`src/rtl/abro_channel_scheduler.sv`:
```
// Multi-channel ABRO event scheduler: per-channel A/B/R tracking with a shared,
// round-robin arbitrated 1-entry completion output (valid/ready).
//
// state  | meaning
// IDLE   | waiting for A and B
// GOT_A  | A seen, waiting for B
// GOT_B  | B seen, waiting for A
// DONE   | both seen, waiting to be loaded into the output stage
module abro_channel_scheduler #(
  parameter int N_CH = 4,
  localparam int CW = (N_CH > 1) ? $clog2(N_CH) : 1
) (
  input  logic              clk,
  input  logic              reset,
  input  logic [N_CH-1:0]   a_in,
  input  logic [N_CH-1:0]   b_in,
  input  logic [N_CH-1:0]   r_in,
  output logic              out_valid,
  output logic [CW-1:0]     out_ch,
  input  logic              out_ready,
  output logic [N_CH-1:0]   pending,
  output logic [2*N_CH-1:0] ch_state
);

  typedef enum logic [1:0] {
    IDLE  = 2'b00,
    GOT_A = 2'b01,
    GOT_B = 2'b10,
    DONE  = 2'b11
  } ch_st_t;

  ch_st_t          st [N_CH];
  logic [CW-1:0]   rr_ptr;
  logic [N_CH-1:0] done_vec;
  logic [CW-1:0]   winner;
  logic            found;
  logic            load;

  // A channel being restarted this cycle is not eligible for the grant.
  always_comb begin
    done_vec = '0;
    for (int i = 0; i < N_CH; i++) begin
      done_vec[i] = (st[i] == DONE) && !r_in[i];
    end
  end

  always_comb begin
    winner = '0;
    found  = 1'b0;
    for (int k = 1; k <= N_CH; k++) begin
      if (!found && done_vec[(int'(rr_ptr) + k) % N_CH]) begin
        found  = 1'b1;
        winner = CW'((int'(rr_ptr) + k) % N_CH);
      end
    end
  end

  assign load = found && (!out_valid || out_ready);

  always_ff @(posedge clk or negedge reset) begin
    if (!reset) begin
      for (int i = 0; i < N_CH; i++) st[i] <= IDLE;
      rr_ptr    <= CW'(N_CH - 1);
      out_valid <= 1'b0;
      out_ch    <= '0;
    end else begin
      for (int i = 0; i < N_CH; i++) begin
        if (r_in[i]) begin
          st[i] <= IDLE;
        end else begin
          case (st[i])
            IDLE: begin
              if (a_in[i] && b_in[i]) st[i] <= DONE;
              else if (a_in[i])       st[i] <= GOT_A;
              else if (b_in[i])       st[i] <= GOT_B;
            end
            GOT_A:   if (b_in[i]) st[i] <= DONE;
            GOT_B:   if (a_in[i]) st[i] <= DONE;
            DONE:    if (load && (int'(winner) == i)) st[i] <= IDLE;
            default: st[i] <= IDLE;
          endcase
        end
      end

      if (load) begin
        out_valid <= 1'b1;
        out_ch    <= winner;
        rr_ptr    <= winner;
      end else if (out_valid && out_ready) begin
        out_valid <= 1'b0;
      end
    end
  end

  for (genvar g = 0; g < N_CH; g++) begin : g_out
    assign ch_state[2*g +: 2] = st[g];
    assign pending[g]         = (st[g] == DONE);
  end

endmodule
```
`config.mk`:
```
export PLATFORM = sky130hd
export DESIGN_NAME = abro_channel_scheduler
export DESIGN_NICKNAME = d
export VERILOG_FILES = /design/src/rtl/abro_channel_scheduler.sv
export SDC_FILE = /design/constraint.sdc
export NUM_CORES = 1
export LEC_CHECK = 0
export ABC_AREA = 0
export BUFFER_PORTS_ARGS = -buffer_cell sky130_fd_sc_hd__buf_2
export CORE_MARGIN = 5
export CORE_UTILIZATION = 56
export CTS_CLUSTER_DIAMETER = 50
export CTS_CLUSTER_SIZE = 28
export DETAILED_ROUTE_END_ITERATION = 10
export HOLD_SLACK_MARGIN = 0.08
export PLACE_DENSITY = 0.84
export SYNTH_ARGS = -nofsm -noshare
export SYNTH_HDL_FRONTEND = slang
export SYNTH_SLANG_ARGS = --single-unit
```
`constraint.sdc`:
```
create_clock -name clk -period 5.4 [get_ports clk]
set_clock_uncertainty 0.15 [all_clocks]
set_input_delay 0.54 -clock clk [delete_from_list [all_inputs] [get_ports clk]]
set_output_delay 0.54 -clock clk [all_outputs]
set_load 0.03 [all_outputs]
```
Word level (Yosys, flattened, before mapping) --
Index checks and enable logic that the tools add are counted.
Word-level totals: register bits 13, input port bits 15, output and inout port bits 15
Operators by class: add/sub/neg operators 4, order comparisons 4, eq/ne operators 31, muxes and demuxes 54, bitwise operators 4, reductions and logical operators 40
Operators with widths (count):
- two-way mux 2 bit | 32
- one-hot mux 2 bit (4 select lines) | 4
- inequality test 3 bit, second input constant | 8
- equality test 2 bit, second input constant | 10
- inequality test 5 bit, second input constant | 4
- logical AND 1 bit | 17
- less-than comparator 3 x 4 -> 1 bit, second input constant | 4
- AND reduction 4 bit | 4
- two-way mux 1 bit | 14
- inequality test 3 x 2 -> 1 bit, second input constant | 4
- equality test 2 x 1 -> 1 bit, second input constant | 5
- zero test 2 bit | 5
- binary-select mux 1 bit (select 2 bit) | 4
- zero test 1 bit | 8
- OR reduction 2 bit | 4
- adder 2 x 1 -> 2 bit, second input constant | 2
- adder 2 bit, second input constant | 2
- AND 1 bit, first input constant | 4
- nonzero test 2 bit | 1
- logical OR 1 bit | 1

Logic depth before layout (Yosys ltp) --
depth after elaboration 21, gate-level depth with buffers 8, gate-level depth less buffers 8

Worst setup path before layout --
OpenSTA, ideal clock, no wires.
kind register to register, start reg st, in the netlist ch_state[5], end reg st, in the netlist ch_state[5], setup time 0.073 ns, data arrival time 2.348 ns, path slack 2.829 ns, cell stages (with the launch flop) 8, cells stage by stage dfrtp_1 ha_1 nor2b_2 o211ai_1 a31o_1 o31a_1 a311o_1 a21oi_2
Between the ends: word-level cells in the longest chain between the ends 19, elaborated cells on any way between the ends 41, those cells by class 8 x eq/ne; 22 x mux; 11 x reduce/logical
RTL lines:
- from (decl) | RTL line 32 | ch_st_t st [N_CH];
- equality test 2 bit (*)
- named net pending[2] | RTL line 21 | output logic [N_CH-1:0] pending,
- logical AND 1 bit | RTL line 43 | done_vec[i] = (st[i] == DONE) && !r_in[i];
- binary-select mux 1 bit (select 2 bit) | RTL line 51 | if (!found && done_vec[(int'(rr_ptr) + k) % N_CH]) begin
- two-way mux 1 bit (implied by the code) (2 in series) | RTL line 51
- two-way mux 1 bit | RTL line 51
- zero test 1 bit | RTL line 51
- logical AND 1 bit | RTL line 51
- (+3 left out)
- two-way mux 1 bit | RTL line 51
- zero test 1 bit | RTL line 51
- logical AND 1 bit | RTL line 51
- two-way mux 2 bit or two-way mux 1 bit (tied branches) | RTL line 51
- equality test 2 bit or logical AND 1 bit (tied branches) | RTL line 79, 58
- logical AND 1 bit | RTL line 79 | DONE: if (load && (int'(winner) == i)) st[i] <= IDLE;
- inequality test 3 x 2 -> 1 bit (no source line)
- AND reduction 4 bit (no source line)
The timed path passes the listed nets; every way through them passes the cells marked *. The select of a mux whose other input is x is not followed. A chain may end at the register's enable or synchronous reset.

Final worst setup path --
start reg st, in the netlist ch_state[5], end reg st, in the netlist ch_state[0]
Between the ends: word-level cells in the longest chain between the ends 19, elaborated cells on any way between the ends 33, those cells by class 2 x eq/ne; 20 x mux; 11 x reduce/logical
RTL lines (RTL line):
- equality test 2 bit (*) | 43
- logical AND 1 bit (*) | 43
- binary-select mux 1 bit (select 2 bit) | 51
- two-way mux 1 bit (implied by the code) (2 in series) | 51
- two-way mux 1 bit | 51
- zero test 1 bit | 51
- logical AND 1 bit | 51
- two-way mux 1 bit | 51
- (+2 left out)
- two-way mux 1 bit | 51
- zero test 1 bit | 51
- logical AND 1 bit | 51
- two-way mux 2 bit or two-way mux 1 bit (tied branches) | 51
- zero test 2 bit or logical AND 1 bit (tied branches) | 79, 58
- logical AND 1 bit (*) | 79
- inequality test 3 x 2 -> 1 bit (no source line) (*)
- AND reduction 4 bit (no source line) (*)
Every way passes the cells marked *; elsewhere a longest branch is shown, timed or not. The select of a mux whose other input is x is not followed.

==> reports/results.ini <==
[clock_tree]
cts_tree=yes
cts_buffers=3
cts-root-buf=clkbuf_4
clk_latency_ns=0.28
ctsHoldBuffers=1
ctsLongestPathBuffers=2
clk_pin_slew_ns=0.08
cts_setup_buffers=0
cts_sinks=13
cts.htree.levels=1
post_cts_resized=0

[power]
powerDensity_nw_per_um2=494
vdd_drop_max_mv=0.331
p_leak_nw=0.697

[routing]
postRouteWirelength_um=2540
detail_route.first_pass.iterations=4
ant_nets=0
post_drt_wl_per_cell_um=13.6
drt-initial-drc-count=12
routed_via_density=5.50
drc=0
vias=1029

[yosys]
avgSynthCellArea_um2=9.37
synth.yosys.seq_area_share=0.278
synth-simple-area-share=0.231
synth_top_family_by_area=simple AND/OR/NAND/NOR gates
synth_seq_cells=13
synthAdderAreaFrac=0.212
synth_mux_area_frac=0.0169
yosysWarnings=0
mappedNetlistArea_um2=1180
synth-compound-area-share=0.218
synth_largest_area_cell=dfrtp_1
ys_types=33
yosysTopAreaCellShare=0.233
synthTopCellsByArea=dfrtp_1 23%, ha_1 21%, dfstp_2 4.4%
synth-xor-area-share=0
syn_inst=126
syn_nets=161

[setup_path]
critical_path_arrival_ns=2.40
endpoint_kind=flop
worstPathMaxFanout=5
cpPeakStageDelay_ns=0.52
path_class=flop to flop
cp_slowest_cell=or4_1
cp_cell_sequence=ha_1, nor2b_2, o221ai_2, nor4b_4, a21boi_1, or4_1, o31ai_1
startpoint_type=flop
cp.required_ns=5.44

[job]
max_cap_viol_count=0

[sta]
rsz0062_at_grt=no
slew_violations=0
period_share=0.437
setup_violations=0
max_freq_ghz=0.424
worst_pin_slew_ns=0.415
hold_viol_final=0
fin_crit_ns=2.36
tns_ns=0
relSlewSlack=0.722

[worst_hold_path]
hp-class=input port to flop

[floorplan]
core-area_um2=1980
row_count=16
die_w_um=55.9
initial_core_util=0.596
die-area_um2=3130
die_height_um=55.9
ios=30

[layout]
multi_input_area_um2=801
final_core_util=0.705
num_antenna_cells=0
area_growth_pct=18.2
seqCellArea_um2=328
drive_gt1_frac=0.269
fin_nets=196
fillers=165

[placed_design]
portBuffers=29
gp_congestion=0.782
hpwl_um=2080

[grt]
antenna_found_initial=0
grt_max_degree=14
grt_overflow=0
grt_pass1_vias=986
grt_pass1_wl_um=4390
grt_usage=0.172

[status]
status=finished, final reports clean

[final cells by class]
cell class	count	area share
multi-input combinational	99	0.573
tap	27	0.0242
sequential	13	0.235
inverter	14	0.0376
timing repair buffer	30	0.111
clock buffer	4	0.0188
[Yosys cell counts (all sizes together)]
cell type	count
ha	20
inv	14
nor2	14
dfrtp	11
a21oi	7
nor2b	6
nand3b	5
o21ai	5
a211oi	4
nand2	4
nand2b	4
o31ai	4
or4	4
and2b	3
a21boi	2
a311o	2
dfstp	2
mux2i	2
o211ai	2
o2bb2ai	2
o31a	2
a22oi	1
a31o	1
and4bb	1
nand3	1
nor4b	1
o211a	1
o221ai	1
[critical path, delay by kind of cell (launching register included)]
| family | cells | cell delay (ns) |
|---|---|---|
| and+or+nand+nor | 3 | 1.03 |
| AOI/OAI and AO/OA | 3 | 0.45 |
| adders and majority gates | 1 | 0.22 |
| DFF | 1 | 0.44 |
[placed cells by master, fill, tap and decap left out, drive strengths merged, types with 3 or more instances in the layout]
| cell type | netlist | layout |
|---|---|---|
| buf | 0 | 29 |
| ha | 20 | 20 |
| inv | 14 | 14 |
| nor2 | 14 | 14 |
| dfrtp | 11 | 11 |
| a21oi | 7 | 7 |
| nor2b | 6 | 6 |
| nand3b | 5 | 5 |
| o21ai | 5 | 5 |
| nand2b | 4 | 4 |
| or4 | 4 | 4 |
| o31ai | 4 | 4 |
| nand2 | 4 | 4 |
| a211oi | 4 | 4 |
| clkbuf | 0 | 4 |
| and2b | 3 | 3 |
[power breakdown]
part	leakage (nW)	total, mW	switching, mW	internal (mW)
sequential	0.160	0.187	0.0433	0.143
clock	0.0150	0.0610	0.0323	0.0286
combinational	0.522	0.442	0.274	0.168
[flip-flops by register name, summed over array words and instances (netlist names)]
register and count:
out_valid 1, rr_ptr 2, ch_state 8, out_ch 2
[logic make-up (layout without fill, tap and decap cells)]
group,Yosys count,after routing
flip-flops,13,13
multiplexers,2,2
buffers and inverters,14,48
AND/OR/NAND/NOR,43,43
AO/OA/AOI/OAI,34,34
adder cells (fa/ha/maj),20,20
[per-layer routing]
| layer | track usage | share of wire | vias to the layer above |
|---|---|---|---|
| met5 | 0 | 0 | - |
| met4 | 0.0678 | 0.017 | 0 |
| met3 | 0.0371 | 0.059 | 6 |
| met2 | 0.274 | 0.46 | 29 |
| met1 | 0.226 | 0.46 | 474 |
| li1 | - | - | 520 |
[stage by stage]
step	instances	cell area, um^2	setup WS [ns]	power [mW]	hold WS (ns)
after floorplan	126	1180	2.83	0.515	0.0944
after detailed placement	182	1360	3.01	0.627	0.295
after CTS	187	1400	3.04	0.692	0.292
after global routing	187	1400	2.86	0.754	0.295
after global placement	182	1360	3.06	0.607	0.288
final	187	1400	3.04	0.690	0.299
[worst paths after layout]
| kind | to | cells past startpoint | from | slack, ns |
|---|---|---|---|---|
| worst max-delay path | ch_state[0]$_DFFE_PN0P_ | 7 | ch_state[5]$_DFFE_PN0P_ | 3.04 |
| max in group asynchronous | rr_ptr[1]$_DFFE_PN1P_ | 2 | reset | 4.30 |
| min in group asynchronous | out_ch[0]$_DFFE_PN0P_ | 2 | reset | 0.52 |
| worst min register to register | out_ch[1]$_DFFE_PN0P_ | 2 | out_ch[1]$_DFFE_PN0P_ | 0.36 |
| worst min-delay path | ch_state[7]$_DFFE_PN0P_ | 2 | r_in[3] | 0.30 |
| worst max register to register | ch_state[0]$_DFFE_PN0P_ | 7 | ch_state[5]$_DFFE_PN0P_ | 3.04 |
(Power assumes the default switching activity.)
